**src/rtl/ram_bist_pkg.sv**
```systemverilog
// Shared types and the expected-data pattern function for the RAM BIST sequencer.
package ram_bist_pkg;

  typedef enum logic [2:0] {
    IDLE     = 3'd0,
    W_SETUP  = 3'd1,
    W_STROBE = 3'd2,
    W_HOLD   = 3'd3,
    R_ADDR   = 3'd4,
    R_CMP    = 3'd5,
    FIN      = 3'd6
  } state_e;

  typedef enum logic [1:0] {
    PAT_DOUBLE     = 2'd0,
    PAT_ADDR       = 2'd1,
    PAT_CHECKER    = 2'd2,
    PAT_INV_DOUBLE = 2'd3
  } pattern_e;

  localparam int unsigned PAT_W = 32;

  // Pattern computed at full 32-bit width; callers keep the low WORD_SIZE bits (mod 2**WORD_SIZE).
  function automatic logic [PAT_W-1:0] pattern_word(input logic [PAT_W-1:0] a, input pattern_e sel);
    logic [PAT_W-1:0] w;
    w = '0;
    case (sel)
      PAT_DOUBLE:     w = a << 1;
      PAT_ADDR:       w = a;
      PAT_CHECKER:    w = a[0] ? 32'hAAAA_AAAA : 32'h5555_5555;
      PAT_INV_DOUBLE: w = ~(a << 1);
      default:        w = '0;
    endcase
    return w;
  endfunction

endpackage

```
**src/rtl/ram_pattern_gen.sv**
```systemverilog
// Combinational expected-data generator, shared by the write and compare paths.
module ram_pattern_gen
  import ram_bist_pkg::*;
#(
  parameter int unsigned ADDR_SIZE = 10,
  parameter int unsigned WORD_SIZE = 8
) (
  input  logic [ADDR_SIZE-1:0] addr,
  input  pattern_e             sel,
  output logic [WORD_SIZE-1:0] expected_c
);

  logic [PAT_W-1:0] word_c;

  assign word_c     = pattern_word(PAT_W'(addr), sel);
  assign expected_c = word_c[WORD_SIZE-1:0];

endmodule

```
**src/rtl/ram_bist_ctrl.sv**
```systemverilog
// Fill-then-verify BIST sequencer driving a level-sensitive RAM; reports pass, error count and first failure.
module ram_bist_ctrl
  import ram_bist_pkg::*;
#(
  parameter int unsigned ADDR_SIZE = 10,
  parameter int unsigned WORD_SIZE = 8,
  parameter int unsigned MEM_SIZE  = 1024
) (
  input  logic                 clk,
  input  logic                 rst_n,
  input  logic                 start,
  input  logic [1:0]           pattern_sel,
  output logic [ADDR_SIZE-1:0] ram_addr,
  output logic [WORD_SIZE-1:0] ram_din,
  output logic                 ram_wr,
  output logic                 ram_cs,
  input  logic [WORD_SIZE-1:0] ram_dout,
  output logic                 busy,
  output logic                 done,
  output logic                 pass,
  output logic [ADDR_SIZE:0]   err_count,
  output logic [ADDR_SIZE-1:0] first_err_addr,
  output logic [WORD_SIZE-1:0] first_err_data
);

  localparam int unsigned ERR_W = ADDR_SIZE + 1;

  state_e                 state_q, state_d;
  pattern_e               sel_q, sel_d;
  logic [ADDR_SIZE-1:0]   addr_q, addr_d;
  logic [WORD_SIZE-1:0]   din_q, din_d;
  logic                   wr_q, wr_d, cs_q, cs_d, busy_q, busy_d, done_q, done_d, pass_q, pass_d;
  logic [ERR_W-1:0]       err_q, err_d;
  logic [ADDR_SIZE-1:0]   faddr_q, faddr_d;
  logic [WORD_SIZE-1:0]   fdata_q, fdata_d;
  logic [WORD_SIZE-1:0]   expected_c;
  logic                   last_c, mismatch_c;

  // Generator looks at the next address so ram_din is registered alongside ram_addr.
  ram_pattern_gen #(
    .ADDR_SIZE (ADDR_SIZE),
    .WORD_SIZE (WORD_SIZE)
  ) u_pattern_gen (
    .addr       (addr_d),
    .sel        (sel_d),
    .expected_c (expected_c)
  );

  assign last_c     = (addr_q == ADDR_SIZE'(MEM_SIZE - 1));
  // During R_CMP ram_din still carries the expected word for the current address.
  assign mismatch_c = (ram_dout != din_q);

  always_comb begin
    state_d = state_q;
    sel_d   = sel_q;
    addr_d  = addr_q;
    err_d   = err_q;
    faddr_d = faddr_q;
    fdata_d = fdata_q;
    pass_d  = pass_q;
    case (state_q)
      IDLE: begin
        if (start) begin
          sel_d   = pattern_e'(pattern_sel);
          addr_d  = '0;
          err_d   = '0;
          faddr_d = '0;
          fdata_d = '0;
          pass_d  = 1'b0;
          state_d = W_SETUP;
        end
      end
      W_SETUP:  state_d = W_STROBE;
      W_STROBE: state_d = W_HOLD;
      W_HOLD: begin
        if (last_c) begin
          addr_d  = '0;
          state_d = R_ADDR;
        end else begin
          addr_d  = addr_q + ADDR_SIZE'(1);
          state_d = W_SETUP;
        end
      end
      R_ADDR: state_d = R_CMP;
      R_CMP: begin
        if (mismatch_c) begin
          if (err_q == '0) begin
            faddr_d = addr_q;
            fdata_d = ram_dout;
          end
          if (err_q != '1) err_d = err_q + ERR_W'(1);
        end
        if (last_c) begin
          addr_d  = '0;
          pass_d  = (err_d == '0);
          state_d = FIN;
        end else begin
          addr_d  = addr_q + ADDR_SIZE'(1);
          state_d = R_ADDR;
        end
      end
      FIN:     state_d = IDLE;
      default: state_d = IDLE;
    endcase

    cs_d   = (state_d == W_SETUP) || (state_d == W_STROBE) || (state_d == R_ADDR) || (state_d == R_CMP);
    wr_d   = (state_d == W_STROBE);
    busy_d = (state_d != IDLE);
    done_d = (state_d == FIN);
    din_d  = (cs_d || (state_d == W_HOLD)) ? expected_c : '0;
  end

  always_ff @(posedge clk or negedge rst_n) begin
    if (!rst_n) begin
      state_q <= IDLE;
      sel_q   <= PAT_DOUBLE;
      addr_q  <= '0;
      din_q   <= '0;
      wr_q    <= 1'b0;
      cs_q    <= 1'b0;
      busy_q  <= 1'b0;
      done_q  <= 1'b0;
      pass_q  <= 1'b0;
      err_q   <= '0;
      faddr_q <= '0;
      fdata_q <= '0;
    end else begin
      state_q <= state_d;
      sel_q   <= sel_d;
      addr_q  <= addr_d;
      din_q   <= din_d;
      wr_q    <= wr_d;
      cs_q    <= cs_d;
      busy_q  <= busy_d;
      done_q  <= done_d;
      pass_q  <= pass_d;
      err_q   <= err_d;
      faddr_q <= faddr_d;
      fdata_q <= fdata_d;
    end
  end

  assign ram_addr       = addr_q;
  assign ram_din        = din_q;
  assign ram_wr         = wr_q;
  assign ram_cs         = cs_q;
  assign busy           = busy_q;
  assign done           = done_q;
  assign pass           = pass_q;
  assign err_count      = err_q;
  assign first_err_addr = faddr_q;
  assign first_err_data = fdata_q;

endmodule

```
**config.mk**
```make
export PLATFORM = sky130hd
export DESIGN_NAME = ram_bist_ctrl
export DESIGN_NICKNAME = d
export VERILOG_FILES = /design/src/rtl/ram_bist_pkg.sv /design/src/rtl/ram_pattern_gen.sv /design/src/rtl/ram_bist_ctrl.sv
export SDC_FILE = /design/constraint.sdc
export NUM_CORES = 1
export LEC_CHECK = 0
export CORE_MARGIN = 4
export CORE_UTILIZATION = 50
export DETAILED_ROUTE_END_ITERATION = 12
export PLACE_DENSITY = 0.78
export SETUP_SLACK_MARGIN = 0.15
export SYNTH_ARGS = -nofsm -noshare
export SYNTH_HDL_FRONTEND = slang
export SYNTH_HIERARCHICAL = 1
export SYNTH_SLANG_ARGS = --single-unit
```
**constraint.sdc**
```tcl
create_clock -name clk -period 2.52 [get_ports clk]
set_clock_uncertainty 0.05 [all_clocks]
set_input_delay 0.504 -clock clk [delete_from_list [all_inputs] [get_ports clk]]
set_output_delay 0.504 -clock clk [all_outputs]
set_load 0.02 [all_outputs]
```
==> run_results.csv, run 1 <==
group,metric,value,unit
clocking,tritoncts.num_buffers,9,
timing,max_clock_freq,433.0,MHz
clocking,h-tree-depth,3,
logic_synthesis,yosysUniqueCellTypes,55,
clocking,clkSlewWorstSetupHoldPaths,70,ps
die,initial_utilization,52.93,%
worst_setup_path,worst_ep_arrival_time,2480,ps
die,die_w,88.10,um
timing,final_max_slew_viol_count,0,
placed_design,gp_routability_congestion,0.9162,
pwr,p_per_area,818.5,nW/um2
global_route,met2_usage,40.41,%
timing,min_period,2309,ps
logic_synthesis,synth.cells.most_frequent,"nand2_1, dfrtp_1, nor2_1, o21ai_0, nand3_1",
drt,drt-vias-per-instance,5.711,
cells_and_area,antennaDiodeCount,0,
worst_setup_path,timing.critical_path.to_type,"register",
drt,dr_total_vias,3107,
die,fp-row-count,28,
logic_synthesis,ys_seq_elements,57,
drt,final_antenna_net_count,0,
worst_setup_path,r2r-start,"err_count[1]$_DFFE_PN0P_",
logic_synthesis,syn-instance-count,362,
timing,worst_slack,210.7,ps
timing,report.final.setup_viol,0,
clocking,cts_tree,"built",
logic_synthesis,synth.area.top_cells,"dfrtp_1, nand2_1, nor2_1, o21ai_0, nand3_1",
cells_and_area,post_route_cells_drive_above_1_share,20.26,%
timing,slew_headroom,64.54,%
logic_synthesis,synthDominantAreaCellType,"dfrtp_1",
worst_setup_path,path_cells,"clkdlybuf4s50_1, nand2b_1, buf_4, or3_1, nand2_1, nand2_1, buf_12, nor2_2, a21oi_1, a21o_1, and2_1",
logic_synthesis,yosys.cell_count.top_type,"nand2_1",
global_route,grt_overflow,0,
worst_setup_path,startpoint_type,"primary input",
logic_synthesis,syn_nets,378,
logic_synthesis,ys_async_rst_share,100.0,%
clocking,number_of_sinks_driven_by_the_clock_tree,57,
cells_and_area,nFillCells,467,
global_route,met1_resource_use_gr,31.43,%
worst_setup_path,critical_path.slowest_cell,"clkdlybuf4s50_1",
placed_design,dp_cells,522,
timing,rsz0062_at_grt,"true",
drt,avgRoutedWirePerCell,16.46,um
worst_setup_path,worst_path_largest_cell_delay,480,ps
worst_setup_path,crit_buf_inv,3,
drt,routed_wire_length,8955,um
global_route,globalRouteTotalUtil,24.03,%
timing,totalNegativeSetupSlack,0,ps
die,core,6061,um2
logic_synthesis,syn-mean-instance-area,8.862,um2
drt,drt_first_pass_iters,4,
status,outcome,"finished clean",
cells_and_area,finalNonFillerCells,544,
logic_synthesis,post-synth-top-area-fraction,44.46,%
worst_setup_path,worst_path_required_time,2690,ps
drt,post-route-drc-count,0,
global_route,grt_first_pass_wirelength,14370,um
global_route,first_global_vias,2958,
worst_setup_path,crit_path_frequent_cell,"nand2_1",
global_route,grt_busiest_layer,"met2",
clocking,ctsLongestPathBuffers,2,
worst_setup_path,cpLargestDelayFamily,"simple AND/OR/NAND/NOR gates",
job,drv_cap,0,
clocking,cts_root_buf,"clkbuf_8",
worst_setup_path,crit_type,"in2reg",
placed_design,place_ws,-465.1,ps
global_route,met3_track_demand_over_resource,3.104,%
logic_synthesis,synth_edf_count,0,
placed_design,place.port_buffers,64,
worst_hold_path,holdCritPathClass,"in2async",
pwr,power_leakage,1.925,nW
worst_setup_path,reg2reg_slack,260,ps
global_route,grt_max_degree,37,
worst_setup_path,crit_fanout,18,
logic_synthesis,synthesis.yosys.warnings,6,
die,io_pins,65,
clocking,clock_latency,330,ps
logic_synthesis,ys_seq_area_share,44.46,%
timing,worst_max_slew_pin_slew,531.9,ps
worst_setup_path,timing.reg2reg.worst_path_depth,7,
timing,post-route-period-util,91.64,%
placed_design,dp_hpwl,6398,um
clocking,hold_bufs_at_cts,0,
cells_and_area,syn_to_layout_area_delta,37.32,%
drt,drtIter0Drc,216,
die,die-height,88.10,um
cells_and_area,finish.net_count,480,
timing,finalHoldViolations,0,
pwr,max-vdd-ir-drop,0.5334,mV
logic_synthesis,ys_flop_type,"dfrtp_1",
logic_synthesis,synth_area,3208,um2
die,fp.dieArea,7762,um2
pwr,total_power,3.606,mW
global_route,grt_antenna_before_repair,0,
worst_setup_path,regToRegEndpoint,"pass$_DFFE_PN0P_",
## routing by layer
layer,vias to the layer above,part of all wire (%)
met2,92,50
met4,0,1.9
met3,20,4.6
li1,1482,-
met5,-,0
met1,1513,44
## worst register-to-register path, delay by kind of cell, from the launching register on
kind / cells / cell delay [ps]
AND/OR/NAND/NOR: 4 / 780
multiplexers: 1 / 360
adder cells (fa/ha/maj): 1 / 260
flip-flops: 1 / 490
AO/OA/AOI/OAI: 1 / 230
## worst max path at each step
stage                               start                            end  depth (start not counted)
floorplan           ram_addr[0]$_DFF_PN0_           ram_din[3]$_DFF_PN0_                         12
global placement              ram_dout[6]  first_err_data[2]$_DFFE_PN0P_                          6
detailed placement            ram_dout[1]  first_err_data[5]$_DFFE_PN0P_                          6
CTS                           ram_dout[7]               pass$_DFFE_PN0P_                          8
global route                        start           ram_din[3]$_DFF_PN0_                         11
finish                              start           ram_din[7]$_DFF_PN0_                         11
## cells in the final DEF (no fill, tap or decap), types with 4 or more instances in the layout
cell type / netlist / routed
o22ai_1: 4 / 4
a21o_1: 4 / 4
nor3_1: 5 / 4
nand4_1: 7 / 7
clkbuf_8: 0 / 9
o21ai_1: 17 / 19
xor2_1: 10 / 10
o21ai_0: 20 / 18
inv_1: 8 / 8
clkdlybuf4s50_1: 0 / 63
buf_4: 3 / 48
nor2_1: 27 / 27
a31oi_1: 6 / 6
and3_1: 8 / 8
mux2i_1: 6 / 6
and2_1: 9 / 8
dfrtp_1: 57 / 54
nand2_1: 61 / 61
nand3_1: 18 / 17
a21oi_1: 14 / 14
nand2b_1: 4 / 4
## state kept, by name, summed over array words and instances, names as in the netlist
register,flops
state_q,3
first_err_addr,10
ram_din,8
err_count,11
ram_cs,1
busy,1
done,1
ram_wr,1
first_err_data,8
ram_addr,10
pass,1
sel_q,2
## report_power, final
group / switching, mW / total [mW] / internal (mW)
Sequential: 0.127 / 1.19 / 1.07
Combinational: 0.887 / 1.67 / 0.787
Clock: 0.386 / 0.739 / 0.353
## cell type report
type / count / area, um2 / area share [%]
clock buffers: 9 / 123.9 / 2.812
flip-flops and latches: 57 / 1430 / 32.46
multi-input cells: 274 / 1645 / 37.35
well taps: 75 / 93.84 / 2.130
inverters: 8 / 30.03 / 0.6816
clock inverters: 7 / 46.29 / 1.051
repair buffers: 114 / 1036 / 23.52
## kinds of logic (layout without fill, tap and decap cells)
group	after synthesis	count (layout)	share of synthesized area (%)
AO/OA/AOI/OAI	85	85	16.38
flip-flops	57	57	44.46
multiplexers	9	9	2.925
adder cells (fa/ha/maj)	3	3	1.170
AND/OR/NAND/NOR	164	165	25.98
XOR/XNOR	12	12	3.276
buffers and inverters	32	138	5.811
## timing repair
action / CTS / global route
gates resized for setup: 4 / 7
endpoints found under the setup margin: 26 / 13
pin swaps: 1 / 2
buffers inserted: 1 / 4
cloned: 1 / 0
## stage by stage
step	hold WS (ps)	util (%)	cell area [um2]
2_1_floorplan	158.4	-	3211
3_3_place_gp	454.5	68.41	4146
3_5_place_dp	460.1	68.41	4146
4_1_cts	106.6	71.74	4348
5_1_grt	125.5	72.69	4405
6_report	93.97	72.69	4405
Power figures use the tool's default switching activity.
==> inputs of run 2 (changes only) <==
CORE_MARGIN = unset   (was 4)
REMOVE_ABC_BUFFERS = 1   (was unset)
==> run 2 against run 1 <==
Compared with the run above: via count up 0.84%; final area about the same; global-route usage grew 3.3 points; combinational power is essentially flat; maximum frequency increased by 1.5%; hold slack better by 140 ps; power rose by 2.8%; die area fell by 13%; critical path depth is 3 lower; first-iteration DRC count down 24%; cell count grew 0.18%; critical path type is now reg2reg; highest routed layer unchanged.
==> run_results.csv, run 2 (synthesis results as in run 1) <==
group,metric,value,unit
status,outcome,"finished clean",
worst_setup_path,timing.critical_path.to_type,"register",
worst_setup_path,crit_type,"reg2reg",
timing,min_period,2276,ps
clocking,clock_latency,340,ps
pwr,power_frac_seq,32.0,%
cells_and_area,finalInstanceArea,4403,um2
drt,avgRoutedWirePerCell,15.95,um
placed_design,place.port_buffers,64,
clocking,ctsLongestPathBuffers,2,
global_route,grt_overflow,0,
worst_setup_path,startpoint_type,"register",
timing,rsz0062_at_grt,"true",
pwr,switching_fraction_of_total_power,37.57,%
worst_setup_path,worst_ep_arrival_time,2460,ps
clocking,tritoncts.num_buffers,9,
global_route,grt_max_degree,58,
drt,dr_total_vias,3133,
drt,drt_first_pass_iters,8,
cells_and_area,antennaDiodeCount,0,
cells_and_area,largest_register_ff_count,11,
worst_hold_path,holdCritPathClass,"in2async",
die,initial_utilization,52.93,%
pwr,combinationalPowerShare,45.4,%
pwr,clkPwrFrac,22.6,%
global_route,met1_resource_use_gr,35.36,%
global_route,met3_track_demand_over_resource,4.396,%
drt,routed_wire_length,8692,um
die,fp-row-count,28,
clocking,number_of_sinks_driven_by_the_clock_tree,57,
clocking,hold_bufs_at_cts,0,
cells_and_area,syn_to_layout_area_delta,37.25,%
drt,drt-vias-per-instance,5.749,
cells_and_area,finish.net_count,481,
pwr,p_per_area,842.0,nW/um2
clocking,clkSlewWorstSetupHoldPaths,70,ps
job,drv_cap,0,
drt,post-route-drc-count,0,
die,die_w,82.10,um
cells_and_area,nFillCells,465,
die,die-height,82.10,um
die,core,6061,um2
cells_and_area,final_cell_mix,"clkdlybuf4s50_1, nand2_1, dfrtp_1, buf_4, nor2_1",
die,io_pins,65,
clocking,h-tree-depth,3,
pwr,power_report.internal_total,2.314,mW
timing,worst_max_slew_pin_slew,692.5,ps
cells_and_area,most_common_library_cell_in_the_layout_ignoring_fill_and_taps,"clkdlybuf4s50_1",
pwr,power_leakage,1.942,nW
timing,post-route-period-util,90.32,%
worst_setup_path,worst_path_required_time,2710,ps
global_route,grt_antenna_before_repair,0,
die,fp.dieArea,6740,um2
cells_and_area,layout.area.seq,1428,um2
timing,totalNegativeSetupSlack,0,ps
timing,max_clock_freq,439.3,MHz
worst_setup_path,crit_fanout,5,
drt,drtIter0Drc,165,
global_route,grt_busiest_layer,"met2",
cells_and_area,post_route_cells_drive_above_1_share,19.57,%
placed_design,dp_hpwl,5871,um
pwr,p_sw,1.393,mW
global_route,globalRouteTotalUtil,27.35,%
global_route,first_global_vias,2922,
placed_design,placement.cell_area,4119,um2
timing,slew_headroom,53.83,%
cells_and_area,finalCoreUtilization,72.65,%
global_route,grt_first_pass_wirelength,13820,um
placed_design,gp_routability_congestion,0.9497,
timing,finalHoldViolations,0,
timing,final_max_slew_viol_count,0,
drt,final_antenna_net_count,0,
pwr,max-vdd-ir-drop,0.6010,mV
global_route,met2_usage,44.79,%
clocking,cts_tree,"built",
cells_and_area,multi_input_comb_area,1645,um2
clocking,cts_root_buf,"clkbuf_8",
timing,report.final.setup_viol,0,
[run 2: changes by cell type in the layout (fill, tap and decap cells not counted), sizes merged]
cell      before  now
clkbuf         9   11
clkinvlp       3    1
buf           51   52
bufinv         0    1
inv            9    8
[run 2: final timing paths]
check,from,to,slack [ps],depth (start not counted)
min in group clk,first_err_addr[1]$_DFFE_PN0P_,first_err_addr[1]$_DFFE_PN0P_,470,2
max,ram_addr[0]$_DFF_PN0_,ram_din[0]$_DFF_PN0_,240,8
min,rst_n,first_err_data[3]$_DFFE_PN0P_,240,2
max in group asynchronous,rst_n,err_count[1]$_DFFE_PN0P_,1680,2
min reg2reg,first_err_addr[1]$_DFFE_PN0P_,first_err_addr[1]$_DFFE_PN0P_,470,2
max reg2reg,ram_addr[0]$_DFF_PN0_,ram_din[0]$_DFF_PN0_,240,8
[run 2: layout make-up]
class / count / share of cell area (%)
Clock buffer: 11 / 2.984
Clock inverter: 5 / 1.279
Inverter: 8 / 0.6820
Multi-Input combinational cell: 274 / 37.37
Sequential cell: 57 / 32.42
Tap cell: 75 / 2.131
Timing Repair Buffer: 115 / 23.13
[run 2: critical path: stages (launching register included)]
cell and delay [ps]:
dfrtp_1 400, ha_1 230, nand3_1 130, nor3_2 60
nand3b_1 230, buf_4 190, o21ai_1 360, mux2_2 380
and2_1 130
[run 2: metal layers]
metal / vias to the layer above / wire length [um]
met1: 1508 / 3841
met2: 113 / 4226
met3: 20 / 458
li1: 1492 / -
met5: - / 0
met4: 0 / 166
[run 2: power groups by stage]
stage	Sequential, mW	Clock, mW	Combinational (mW)
6_report	1.19	0.837	1.68
5_1_grt	1.20	0.884	1.82
4_1_cts	1.18	0.840	1.64
3_5_place_dp	1.20	0	1.62
3_3_place_gp	1.20	0	1.60
2_1_floorplan	1.36	0	0.706
[run 2: stage by stage]
step / setup slack [ps] / total power [mW] / std cells / hold slack [ps]
floorplan: 32.15 / 2.063 / 338 / 158.4
global placement: -296.3 / 2.798 / 522 / 453.9
detailed placement: -487.4 / 2.824 / 522 / 458.8
CTS: 178.0 / 3.665 / 539 / 274.1
global route: 126.8 / 3.906 / 545 / 318.7
finish: 243.9 / 3.708 / 545 / 236.1
[run 2: repair_timing]
action | 4_1_cts | 5_1_grt
gates resized for setup | 3 | 11
setup buffers | 0 | 6
endpoints found under the setup margin | 21 | 27
gates cloned | 1 | 0
pin swaps | 1 | 3
